$ cat src/rtl/seq_detect_pkg.sv
// Shared constants and helpers for the parametrised serial sequence detector.
package seq_detect_pkg;

  // Legal pattern length range.
  localparam int LEN_MIN = 2;
  localparam int LEN_MAX = 16;

  // Defaults used when the detector is instantiated without overrides.
  localparam int                 DEF_LEN     = 4;
  localparam int                 DEF_CNT_W   = 8;
  localparam logic [LEN_MAX-1:0] DEF_PATTERN = 16'h000B;  // 4'b1011 in the low bits

  // Overlap mode as seen on the overlap input.
  typedef enum logic {
    MODE_DISJOINT = 1'b0,  // next match needs LEN fresh bits
    MODE_OVERLAP  = 1'b1   // next match may reuse bits of the previous one
  } overlap_mode_e;

  // True when a pattern length is inside the supported range.
  function automatic bit len_ok(input int len);
    return (len >= LEN_MIN) && (len <= LEN_MAX);
  endfunction

endpackage

$ cat src/rtl/seq_history.sv
// Serial bit history for the sequence detector: LEN-bit shift register with
// newest bit at bit 0, plus a saturating count of how many bits are valid.
// The post-shift history and a "full after this shift" flag are exposed so the
// top level can decide a hit in the same cycle the completing bit arrives.
module seq_history
  import seq_detect_pkg::*;
#(
  parameter int LEN = DEF_LEN
) (
  input  logic           clk,
  input  logic           reset,     // synchronous, active-high
  input  logic           clear,     // drop history and fill (pattern load)
  input  logic           shift,     // accept w this cycle
  input  logic           restart,   // on a shift, restart fill from 0 (non-overlap hit)
  input  logic           w,
  output logic [LEN-1:0] h_next,    // history including w
  output logic           full_next  // fill would reach LEN with this shift
);

  localparam int             FW       = $clog2(LEN + 1);
  localparam logic [FW-1:0]  FILL_MAX = FW'(LEN);

  logic [LEN-1:0] hist;
  logic [FW-1:0]  fill;
  logic [FW-1:0]  f_next;

  // Candidate history and fill if the current bit is shifted in.
  // NOTE: every always_comb output is assigned on every path, so no latch is inferred.
  always_comb begin
    h_next = {hist[LEN-2:0], w};
    f_next = (fill == FILL_MAX) ? FILL_MAX : fill + FW'(1);
  end

  assign full_next = (f_next == FILL_MAX);

  // History and fill registers; reset beats clear beats shift.
  // NOTE: sequential state uses non-blocking assignments so every register
  // samples the pre-edge values, independent of statement order.
  always_ff @(posedge clk) begin
    if (reset || clear) begin
      hist <= '0;
      fill <= '0;
    end else if (shift) begin
      hist <= h_next;
      fill <= restart ? '0 : f_next;
    end
  end

endmodule

$ cat src/rtl/seq_detector_param.sv
// Parametrised serial sequence detector. Compares the last LEN qualified bits
// against a run-time pattern with a per-bit don't-care mask, pulses match for
// one cycle per hit and keeps a saturating, sticky-flagged match count.
module seq_detector_param
  import seq_detect_pkg::*;
#(
  parameter int             LEN             = DEF_LEN,
  parameter int             CNT_W           = DEF_CNT_W,
  parameter logic [LEN-1:0] DEFAULT_PATTERN = LEN'(DEF_PATTERN)
) (
  input  logic             clk,
  input  logic             reset,
  input  logic             load,
  input  logic [LEN-1:0]   pattern_in,
  input  logic [LEN-1:0]   mask_in,
  input  logic             overlap,
  input  logic             w_valid,
  input  logic             w,
  output logic             match,
  output logic [CNT_W-1:0] match_count,
  output logic             count_sat
);

  // Reject unsupported pattern lengths at elaboration.
  if (!len_ok(LEN)) begin : g_len_check
    $error("seq_detector_param: LEN must be within LEN_MIN..LEN_MAX");
  end

  localparam logic [CNT_W-1:0] CNT_MAX = '1;

  logic [LEN-1:0]   pat;
  logic [LEN-1:0]   msk;
  logic [LEN-1:0]   h_next;
  logic             full_next;
  logic             shift;
  logic             hit;
  logic             fill_restart;
  logic [CNT_W-1:0] cnt_next;

  // A bit arriving together with a load is discarded.
  assign shift = w_valid & ~load;

  seq_history #(
    .LEN (LEN)
  ) u_history (
    .clk       (clk),
    .reset     (reset),
    .clear     (load),
    .shift     (shift),
    .restart   (fill_restart),
    .w         (w),
    .h_next    (h_next),
    .full_next (full_next)
  );

  // Masked compare of the post-shift history, count increment and overlap handling.
  always_comb begin
    hit          = 1'b0;
    fill_restart = 1'b0;
    cnt_next     = match_count;
    if (shift && full_next) begin
      hit = &((h_next ~^ pat) | ~msk);
    end
    if (hit) begin
      fill_restart = (overlap_mode_e'(overlap) == MODE_DISJOINT);
      if (match_count != CNT_MAX) begin
        cnt_next = match_count + CNT_W'(1);
      end
    end
  end

  // Pattern/mask registers: default pattern with full compare after reset.
  always_ff @(posedge clk) begin
    if (reset) begin
      pat <= DEFAULT_PATTERN;
      msk <= '1;
    end else if (load) begin
      pat <= pattern_in;
      msk <= mask_in;
    end
  end

  // Registered outputs: one-cycle match pulse, saturating count, sticky flag.
  always_ff @(posedge clk) begin
    if (reset || load) begin
      match       <= 1'b0;
      match_count <= '0;
      count_sat   <= 1'b0;
    end else begin
      match <= hit;
      if (hit) begin
        match_count <= cnt_next;
        count_sat   <= count_sat | (cnt_next == CNT_MAX);
      end
    end
  end

endmodule

$ cat config.mk
export PLATFORM = sky130hd
export DESIGN_NAME = seq_detector_param
export DESIGN_NICKNAME = d
export VERILOG_FILES = /design/src/rtl/seq_detect_pkg.sv /design/src/rtl/seq_history.sv /design/src/rtl/seq_detector_param.sv
export SDC_FILE = /design/constraint.sdc
export NUM_CORES = 1
export LEC_CHECK = 0
export BUFFER_PORTS_ARGS = -buffer_cell sky130_fd_sc_hd__buf_2
export CAP_MARGIN = 15
export CORE_MARGIN = 4
export CORE_UTILIZATION = 39
export DETAILED_ROUTE_END_ITERATION = 16
export GPL_TIMING_DRIVEN = 0
export HOLD_SLACK_MARGIN = 0.15
export MAX_ROUTING_LAYER = met4
export SKIP_CTS_REPAIR_TIMING = 1
export SYNTH_ARGS = -nofsm -noshare
export SYNTH_HDL_FRONTEND = slang
export SYNTH_SLANG_ARGS = --single-unit
export TNS_END_PERCENT = 50
$ cat constraint.sdc
create_clock -name clk -period 4.5 [get_ports clk]
set_clock_uncertainty 0.15 [all_clocks]
set_input_delay 0.9 -clock clk [delete_from_list [all_inputs] [get_ports clk]]
set_output_delay 0.9 -clock clk [all_outputs]
set_load 0.03 [all_outputs]
# Word level (Yosys, flattened, before mapping)
# Cells that the tools add are included.
# totals
output_inout_bits,10
wordCells,29
regBits,24
# op_classes
addsub,2
n_mux,6
n_reduce_logical,3
n_bitwise,7
eq_ne,4
# ops
cell,count
$mux 8,2
$add 8x1->8 const B,1
$eq 8x8->1 const B,1
$ne 8x8->1 const B,1
$eq 3x3->1 const B,2
$mux 3,2
$not 4->4,1
$or 4x4->4,1
$reduce_and 4->1,1
$xnor 4x4->4,1
$add 3x1->3 const B,1
$mux 1,2
$not 1->1,2
$and 1x1->1,1
$logic_and 1x1->1,1
$logic_or 1x1->1,1
$or 1x1->1,1

# Longest topological paths before layout
# logic_depth
word_depth,8
depth_mapped,9
depth_no_buf,8

# Hierarchy
# A second synthesis with hierarchy kept.
# hier_totals
hier_cells,143
hier_area_um2,1327.5
# by_module_without_submodules
mod,cells_per_inst,instances,area_per_inst_um2
seq_detector_param,110,1,994.7
seq_history,33,1,332.8

# Worst setup path after synthesis
# No wires, ideal clock.
# synth_timing
path_type,input to register
startpoint,in w_valid
endpoint,reg count_sat
slack_ps,1974
path_stages,7
arrival_ps,2283
n_path_buf,1
t_required_ps,4258
cell_sequence,buf_6 > nor3b_2 > o221a_1 > nand3_1 > or4_1 > o211a_2 > o32ai_1
# synth_via
elab_chain_len,6
# synth_rtl
item,line_no,rtl
"start, declared",seq_detector_param.sv:17,"input logic w_valid,"
$and 1x1->1 *,seq_detector_param.sv:41,assign shift = w_valid & ~load;
$logic_and 1x1->1 *,seq_detector_param.sv:61,if (shift && full_next) begin
$mux 1 *,seq_detector_param.sv:61,
$mux 8,seq_detector_param.sv:64,if (hit) begin
$eq 8x8->1,seq_detector_param.sv:93,count_sat <= count_sat | (cnt_next == CNT_MAX);
$or 1x1->1,seq_detector_param.sv:93,
"end signal, assigned",seq_detector_param.sv:93,
"end, declared",seq_detector_param.sv:21,output logic count_sat
# Every way passes the cells marked *; elsewhere a longest branch is shown, timed or not.
# A chain may end at the register's enable or synchronous reset.

# Worst setup path in the final report
# layout_timing
startpoint,reg match_count[0]
endpoint,reg count_sat
# layout_via
elab_chain_len,5
# layout_rtl
item,line_no,rtl
"start, declared",seq_detector_param.sv:20,"output logic [CNT_W-1:0] match_count,"
"start signal, assigned",seq_detector_param.sv:92,match_count <= cnt_next;
$add 8x1->8 / $ne 8x8->1 (equally long branches),"seq_detector_param.sv:67, seq_detector_param.sv:66",
$mux 8,seq_detector_param.sv:66,if (match_count != CNT_MAX) begin
$mux 8 *,seq_detector_param.sv:64,
$eq 8x8->1 *,seq_detector_param.sv:93,
$or 1x1->1 *,seq_detector_param.sv:93,
# Marks and branches as above.

==> impl_metrics.py <==
metrics = {
    "timing": {
        "period_minus_slack_ns": 2.521,
        "post-route-period-util_pct": 56.03,
        "drv_slew": 0,
        "final-hold-violation-count": 0,
        "holdWs_ns": 0.3251,
        "rsz0062_at_grt": "false",
        "worstMarginPinSlew_ns": 0.4653,
        "max_slew_margin_pct": 68.86,
        "fmax_ghz": 0.3966,
        "setup_violations": 0,
        "fin_setup_tns_ns": 0,
    },
    "drt": {
        "drtIter0Drc": 94,
        "wl_um": 2785,
        "vias": 1122,
        "antenna_left": 0,
        "viasPerCell": 5.219,
        "drt-pass1-iter-count": 4,
        "post_drt_wl_per_cell_um": 12.95,
        "drc": 0,
    },
    "pwr": {
        "leakagePower_nw": 0.6013,
        "power_frac_comb_pct": 7.7,
        "ir_worst_vdd_v": 0.0001256,
        "p_sw_share_pct": 21.43,
        "clock_power_share_pct": 38.6,
        "power.switching_mw": 0.08864,
        "power.density_mw_per_mm2": 275.5,
        "seq_power_share_pct": 53.7,
        "p_int_mw": 0.3250,
    },
    "grt": {
        "grt_usage_pct": 14.76,
        "grt_pass1_wl_um": 4802,
        "overflow": 0,
        "antenna_found_initial": 0,
        "grt_pass1_vias": 1089,
        "grt_max_degree": 15,
    },
    "finish": {
        "drive_gt1_share_pct": 22.22,
        "fin_nets": 189,
        "post-route-cell-area_mm2": 0.001501,
        "area_delta_synth_final_pct": 16.50,
        "num_antenna_cells": 0,
    },
    "setup_path": {
        "cp.arrival_ns": 2.62,
        "cpPeakStageDelay_ns": 0.49,
        "cp-start-kind": "flop",
        "crit_fanout": 10,
        "critPathKind": "reg2reg",
        "crit_chain": "ha_1 > buf_2 > and4_4 > and3_1 > nand3_1 > a2111oi_2 > a21bo_1 > o32ai_1",
        "cp_slowest_cell": "dfxtp_1",
        "worstPathRequired_ns": 4.60,
        "end_kind": "flop",
    },
    "logic_synthesis": {
        "yosysWarningCount": 0,
        "ys_ff_latch": 24,
        "syn_nets": 163,
        "synth_area_mm2": 0.001289,
        "ys_types": 45,
        "syn_avg_cell_area_um2": 8.827,
        "async_flop_share_pct": 0,
        "postSynthCellCount": 146,
        "synth_edf_count": 0,
        "ys_seq_area_share_pct": 37.28,
        "synth_flop_cell": "dfxtp_1",
    },
    "place": {
        "dp.final_hpwl_um": 2106,
        "portBuffers": 21,
        "gp_congestion": 0.8345,
        "dpl_cell_area_mm2": 0.001449,
    },
    "floorplanning": {
        "start_util_pct": 41.53,
        "coreArea_mm2": 0.003103,
        "fp.dieW_um": 65.49,
        "dieArea_mm2": 0.004288,
        "ioPinCount": 24,
        "num_rows": 20,
        "die-height_um": 65.49,
    },
    "run_status": {
        "outcome": "complete, no violations",
    },
    "hold_path": {
        "hold_class": "reg2reg",
    },
    "cts": {
        "numCtsBuffers": 3,
        "cts_max_level": 1,
        "cts_tree": "done",
        "clock_path_buffers": 2,
        "cts.sinks": 24,
        "root_buffer": "clkbuf_4",
        "insertion_delay_ns": 0.32,
        "clkTransAtPathRegs_ns": 0.15,
    },
    "run": {
        "drv_cap": 0,
    },
}
-- final timing paths --
check / startpoint / end / slack, ns / cells after the start
min: count_sat / count_sat / 0.33 / 2
max: match_count[0] / count_sat / 1.98 / 8
min reg2reg: count_sat / count_sat / 0.33 / 2
max reg2reg: match_count[0] / count_sat / 1.98 / 8
-- logic make-up (layout without fill, tap and decap cells) --
family,count (synthesis),after routing,synth area share [%]
compound gates,32,32,20.00
mux,6,6,4.660
xor+xnor,9,9,6.116
buf+inv,18,43,6.506
flops,24,24,37.28
fa+ha+maj,3,3,2.913
simple gates,54,54,22.52
-- cell usage in the layout, fill, tap and decap left out, drive strengths merged, types with 4 or more instances in the layout --
cell type	n
nor2b	7
xnor2	4
clkbuf	8
buf	27
mux2i	6
nor2	14
nand3	5
dfxtp	24
a211o	7
xor2	5
nand2	7
nor3	5
inv	7
-- synthesized netlist by cell type (2+ instances only) --
cell type / number / area [µm²]
a31oi_1: 3 / 18.77
clkbuf_1: 5 / 18.77
a21oi_1: 3 / 15.01
and3_1: 3 / 18.77
mux2i_1: 6 / 60.06
nor2_1: 14 / 52.55
and2_1: 2 / 12.51
nand3_1: 5 / 25.02
nor2b_1: 7 / 43.79
nor3_1: 5 / 25.02
xor2_1: 5 / 43.79
a211oi_1: 3 / 22.52
o21ai_0: 2 / 10.01
inv_1: 7 / 26.28
nand2_1: 7 / 26.28
dfxtp_1: 24 / 480.5
a211o_1: 7 / 61.31
ha_1: 3 / 37.54
xnor2_1: 4 / 35.03
or2_2: 2 / 12.51
buf_2: 4 / 20.02
nand4_1: 2 / 12.51
-- power groups by stage --
stage / clock, mW / combinational [mW] / sequential, mW
finish: 0.159 / 0.0320 / 0.222
global route: 0.175 / 0.0360 / 0.223
CTS: 0.166 / 0.0326 / 0.222
detailed placement: 0 / 0.0324 / 0.227
global placement: 0 / 0.0311 / 0.227
floorplan: 0 / 0.0224 / 0.226
-- critical path: cells and delay by family, from the launching register on --
kind	cells	cell delay, ns
AOI/OAI and AO/OA	3	0.87
and+or+nand+nor	3	0.56
DFF	1	0.49
buffers and inverters	1	0.19
adders and majority gates	1	0.18
-- area by class of cell --
type	instances	area, µm²
clock inverters	1	30.03
multi-input cells	104	724.4
plain buffers	11	57.56
fillers	338	1602
repair buffers	21	105.1
clock buffers	3	22.52
inverters	7	26.28
well taps	44	55.05
flip-flops and latches	24	480.5
-- layer usage --
metal / global-route usage [%] / part of all wire (%) / vias up
met1: 15.71 / 43 / 531
met2: 27.05 / 52 / 20
li1: - / - / 567
met4: 5.440 / 0.93 / 0
met3: 2.735 / 3.6 / 4
met5: - / 0 / -
-- stage by stage --
stage          instances  setup WS, ns  power [mW]  utilization, %
2_1_floorplan        146         1.974      0.2483               -
3_3_place_gp         211         1.726      0.2579           46.69
3_5_place_dp         211         1.707      0.2593           46.69
4_1_cts              215         1.965      0.4214           48.39
5_1_grt              215         1.812      0.4345           48.39
6_report             215         1.979      0.4136           48.39
-- sequential cells by signal, indices dropped and copies added (netlist names) --
register,count
match_count,8
count_sat,1
msk,4
pat,4
match,1
u_history.fill,3
u_history.hist,3
(Power assumes the default switching activity.)
